<file path="config.mk">
export PLATFORM = sky130hd
export DESIGN_NAME = ifu
export DESIGN_NICKNAME = d
export VERILOG_FILES = /design/src/rtl/ifu.sv
export SDC_FILE = /design/constraint.sdc
export NUM_CORES = 1
export LEC_CHECK = 0
export CAP_MARGIN = 20
export CORE_AREA = 2 2 120 122
export CTS_CLUSTER_DIAMETER = 150
export DETAILED_ROUTE_END_ITERATION = 7
export DIE_AREA = 0 0 122 124
export PLACE_DENSITY = 0.79
export SETUP_SLACK_MARGIN = 0.2
export SLEW_MARGIN = 20
export SYNTH_ARGS = -nofsm -noshare
export SYNTH_HDL_FRONTEND = slang
export SYNTH_SLANG_ARGS = --single-unit
</file>
<file path="constraint.sdc">
create_clock -name clk -period 2.5 [get_ports clk]
set_input_delay 0.5 -clock clk [delete_from_list [all_inputs] [get_ports clk]]
set_output_delay 0.5 -clock clk [all_outputs]
set_load 0.02 [all_outputs]
</file>
<file path="src/rtl/ifu.sv">
// Instruction fetch unit: issues one fetch at a time, holds the returned word for
// decode, and follows control-flow redirects while dropping stale responses.
// Optional feature macro IFU_MISALIGN_CHK_EN: a redirect to a non-word-aligned
// target raises the sticky misalign_fault output and parks the unit in IDLE.
`timescale 1ns/1ps

module ifu #(
  parameter logic [63:0] RESET_PC = 64'h0000_0000_8000_0000
) (
  input  logic        clk,
  input  logic        rst_n,
  output logic        imem_req_valid,
  input  logic        imem_req_ready,
  output logic [63:0] imem_req_addr,
  input  logic        imem_resp_valid,
  input  logic [31:0] imem_resp_data,
  output logic        inst_valid,
  input  logic        inst_ready,
  output logic [31:0] inst,
  output logic [63:0] pc,
  input  logic        redirect_valid,
  input  logic [63:0] redirect_pc
`ifdef IFU_MISALIGN_CHK_EN
  ,
  output logic        misalign_fault
`endif
);

  typedef enum logic [2:0] {
    ST_REQ   = 3'd0,
    ST_WAIT  = 3'd1,
    ST_HOLD  = 3'd2,
    ST_DRAIN = 3'd3,
    ST_IDLE  = 3'd4
  } state_t;

  state_t      state_r;
  state_t      state_s;
  logic [63:0] pc_r;
  logic [31:0] inst_r;
  logic        redirect_go_s;
  logic        misalign_s;
  logic [63:0] target_s;
  logic        req_valid_s;
  logic        inst_valid_s;

  // IDLE is terminal until reset, so redirects there are ignored
  assign redirect_go_s = redirect_valid && (state_r != ST_IDLE);

`ifdef IFU_MISALIGN_CHK_EN
  logic fault_r;

  assign misalign_s     = |redirect_pc[1:0];
  assign target_s       = redirect_pc;
  assign misalign_fault = fault_r;

  // Sticky fault flag, set by any misaligned redirect and cleared only by reset
  always_ff @(posedge clk or negedge rst_n) begin
    if (!rst_n) begin
      fault_r <= 1'b0;
    end else if (redirect_go_s && misalign_s) begin
      fault_r <= 1'b1;
    end else begin
      fault_r <= fault_r;
    end
  end
`else
  logic unused_lsb_s;

  // Low target bits are forced to zero; they cannot cause a fault in this build
  assign misalign_s   = 1'b0;
  assign target_s     = {redirect_pc[63:2], 2'b00};
  assign unused_lsb_s = ^redirect_pc[1:0];
`endif

  // State register
  always_ff @(posedge clk or negedge rst_n) begin
    if (!rst_n) begin
      state_r <= ST_REQ;
    end else begin
      state_r <= state_s;
    end
  end

  // Next-state logic; a redirect outranks every other transition in its cycle
  always_comb begin
    state_s = state_r;
    if (redirect_go_s && misalign_s) begin
      state_s = ST_IDLE;
    end else begin
      case (state_r)
        ST_REQ: begin
          if (redirect_go_s) begin
            // an accepted request still owes a response, which must be drained
            state_s = imem_req_ready ? ST_DRAIN : ST_REQ;
          end else if (imem_req_ready) begin
            state_s = ST_WAIT;
          end else begin
            state_s = ST_REQ;
          end
        end
        ST_WAIT: begin
          if (redirect_go_s) begin
            state_s = imem_resp_valid ? ST_REQ : ST_DRAIN;
          end else if (imem_resp_valid) begin
            state_s = ST_HOLD;
          end else begin
            state_s = ST_WAIT;
          end
        end
        ST_HOLD: begin
          if (redirect_go_s || inst_ready) begin
            state_s = ST_REQ;
          end else begin
            state_s = ST_HOLD;
          end
        end
        ST_DRAIN: begin
          state_s = imem_resp_valid ? ST_REQ : ST_DRAIN;
        end
        ST_IDLE: begin
          state_s = ST_IDLE;
        end
        default: begin
          state_s = ST_REQ;
        end
      endcase
    end
  end

  // Output decode, derived purely from the state register
  always_comb begin
    req_valid_s  = 1'b0;
    inst_valid_s = 1'b0;
    case (state_r)
      ST_REQ:   req_valid_s  = 1'b1;
      ST_HOLD:  inst_valid_s = 1'b1;
      ST_WAIT,
      ST_DRAIN,
      ST_IDLE: begin
        req_valid_s  = 1'b0;
        inst_valid_s = 1'b0;
      end
      default: begin
        req_valid_s  = 1'b0;
        inst_valid_s = 1'b0;
      end
    endcase
  end

  // Program counter: redirect target wins, otherwise advance on consumption
  always_ff @(posedge clk or negedge rst_n) begin
    if (!rst_n) begin
      pc_r <= RESET_PC;
    end else if (redirect_go_s) begin
      pc_r <= target_s;
    end else if ((state_r == ST_HOLD) && inst_ready) begin
      pc_r <= pc_r + 64'd4;
    end else begin
      pc_r <= pc_r;
    end
  end

  // Instruction register, loaded only by a live (non-redirected) response in WAIT
  always_ff @(posedge clk or negedge rst_n) begin
    if (!rst_n) begin
      inst_r <= 32'h0000_0000;
    end else if ((state_r == ST_WAIT) && imem_resp_valid && !redirect_go_s) begin
      inst_r <= imem_resp_data;
    end else begin
      inst_r <= inst_r;
    end
  end

  assign imem_req_valid = req_valid_s;
  assign imem_req_addr  = pc_r;
  assign inst_valid     = inst_valid_s;
  assign inst           = inst_r;
  assign pc             = pc_r;

endmodule

</file>
==> flow_summary.toml <==
[status]
status = "complete, no violations"

[power_and_ir_drop]
leakage_uw = 0.00343
p_per_area_mw_per_mm2 = 777
max-vdd-ir-drop_mv = 0.674

[finish]
multiInputGateArea_mm2 = 0.00288
regArea_mm2 = 0.00243
diodes = 0
fin_nets = 940
layoutNonFillerInstCount = 1022
syn_to_final_growth_pct = 49.2
fin_util_pct = 64.0
nFillCells = 1107
layout-drive-gt1-share_pct = 13.7

[global_route]
grt_pass1_vias = 5853
grt.total_usage_pct = 25.3
grt_pass1_wl_um = 29900
antenna_found_initial = 0
grt_max_degree = 67
overflow = 0

[clock_tree]
clkSinkCount = 97
cts_buffers = 9
cts_hold_buf = 0
worstSkewPairLatency_ps = 350
root_buffer = "clkbuf_16"
cts_tree = "done"
clk_pin_slew_worst_paths_ps = 70
cts_buffer_depth = 2
htree_levels = 3

[sta]
grt_setup_unrepaired = "yes"
final-hold-violation-count = 0
clock_skew_ps = 7.88
fmax_ghz = 0.440
tightestPinTransition_ps = 574
period_share_pct = 90.9
maxSlewViolCount = 0
layout_min_cycle_time_ps = 2270
finalSetupTns_ps = 0
relSlewSlack_pct = 61.6
fin_hold_ws_ps = 93.4
finalSetupViolCount = 0

[setup_path]
start_kind = "flop"
path_buf_inv = 0
worst_r2r_startpoint = "imem_req_addr[6]"
critPathCaptureType = "flop"
cp_slowest_cell = "or4_1"
path_cells = "nand4_2 > nor4_2 > nand4_1 > or4_1 > nand3_1"
critPathArrivalTime_ps = 2570
critPathMaxFanout = 8
critPathKind = "flop to flop"
critPathRequiredTime_ps = 2790
r2r_setup_slack_ps = 230
critPathTopFamily = "simple AND/OR/NAND/NOR gates"
rr_worst_depth = 5
cpPeakStageDelay_ps = 540
r2r_end = "imem_req_addr[63]"

[yosys]
yosys_most_used_dff = "dfrtp_1"
yosysSeqAreaShare_pct = 41.3
avgSynthCellArea_um2 = 9.44
syn_area_mm2 = 0.00588
yosysMostFrequentCell = "dfrtp_1"
synthArstFlopShare_pct = 100
ys_top_cells_by_area = "dfrtp_1, buf_4, mux2_2, nand2_1, nand3_1"
synth_common_cells = "dfrtp_1, nand2_1, buf_4"
synth_edf_count = 0
syn_inst = 623
ys_ff_latch = 97
ys_types = 53
synth_warnings = 0
synth_top_cell_area_share_pct = 40.8
yosysTopAreaCell = "dfrtp_1"

[floorplanning]
rows = 43
fp.dieArea_mm2 = 0.0151
coreArea_mm2 = 0.0137
ioPinCount = 264
start_util_pct = 42.9
die_y_um = 124
die_x_um = 122

[placement]
io_buffer_count = 257
globalplace.congestion = 0.916
dp.cells = 1002
hpwl_um = 14500

[route]
first_pass_iters = 6
antenna_left = 0
wire_per_inst_um = 19.0
vias_per_cell = 5.72
drc = 0
num_vias = 5850
routed_wl_um = 19400
drtIter0Drc = 579

[hold_path]
hold_class = "input port to asynchronous set/reset pin"

[flow_run]
cap_violations = 0
-- per-layer routing --
metal  global-route usage [%]  vias to the layer above  share of wire, %
met2                     42.7                      312                51
met3                     5.40                       40               7.7
met4                     10.8                        0               2.6
met1                     31.4                     2819                39
met5                        0                        -                 0
li1                         -                     2679                 -
-- report_power, final --
part	switching (uW)	internal, uW
registers	443	1980
clock network	636	780
logic	1450	1530
-- how the worst max path moves through the flow --
stage / from / end / slack, ps / cells after the start
floorplan: imem_req_addr[22] / imem_req_addr[40] / 490 / 5
global placement: inst_ready / imem_req_addr[13] / 230 / 8
detailed placement: inst_ready / imem_req_addr[27] / 150 / 8
CTS: state_r[1] / inst_valid / 220 / 2
global route: imem_req_addr[6] / imem_req_addr[63] / 120 / 5
finish: imem_req_addr[6] / imem_req_addr[63] / 230 / 5
-- layout make-up --
type                       instances  area share (%)
inverter                           5           0.214
multi-input combinational        429            32.8
timing repair buffer             295            33.4
clock buffer                      10            2.61
sequential                        97            27.7
clock inverter                     6           0.770
tap                              180            2.57
-- worst reg2reg max path, cell delays in order, from the launching register on --
cell	delay [ps]
dfrtp_1	460
nand4_2	320
nor4_2	490
nand4_1	310
or4_1	550
nand3_1	90
-- kinds of logic after synthesis --
group	count (synthesis)	share of synthesized area, %
simple gates	268	26.0
buf+inv	100	10.8
flops	97	41.3
compound gates	95	11.1
mux	34	6.47
xor+xnor	27	4.02
fa+ha+maj	1	0.213
other cells	1	0.0637
-- registers in the layout, summed over array words and instances (netlist names) --
signal	count
imem_req_addr	62
inst	32
state_r	3
-- placed cells by master, fill, tap and decap left out, types with 5 or more instances in the layout --
master / n
clkbuf_16: 9
o21ai_0: 28
mux2_2: 32
dfrtp_1: 95
nand2_1: 67
xor2_1: 19
nor4_2: 6
buf_4: 33
and4_1: 6
clkdlybuf4s50_1: 255
o311ai_0: 10
nor4_1: 8
o211ai_1: 18
nand3_1: 40
inv_1: 5
o22ai_1: 5
a22oi_1: 18
or4_1: 12
nand4_1: 31
and3_1: 16
nor3_1: 14
nor2_1: 31
xnor2_1: 8
buf_12: 6
-- metrics by stage --
step | cell area, um2 | power (uW) | setup WS (ps)
after floorplan | 5890 | 3960 | 489
after global placement | 8400 | 5330 | 229
after detailed placement | 8400 | 5440 | 154
after CTS | 8690 | 6870 | 218
after global routing | 8780 | 7140 | 117
final | 8780 | 6820 | 227
-- what timing repair did --
action,CTS,global route
gates resized for setup,0,9
endpoints found under the hold margin,0,0
endpoints found under the setup margin,0,19
setup buffers,0,4
(Power assumes the default switching activity.)
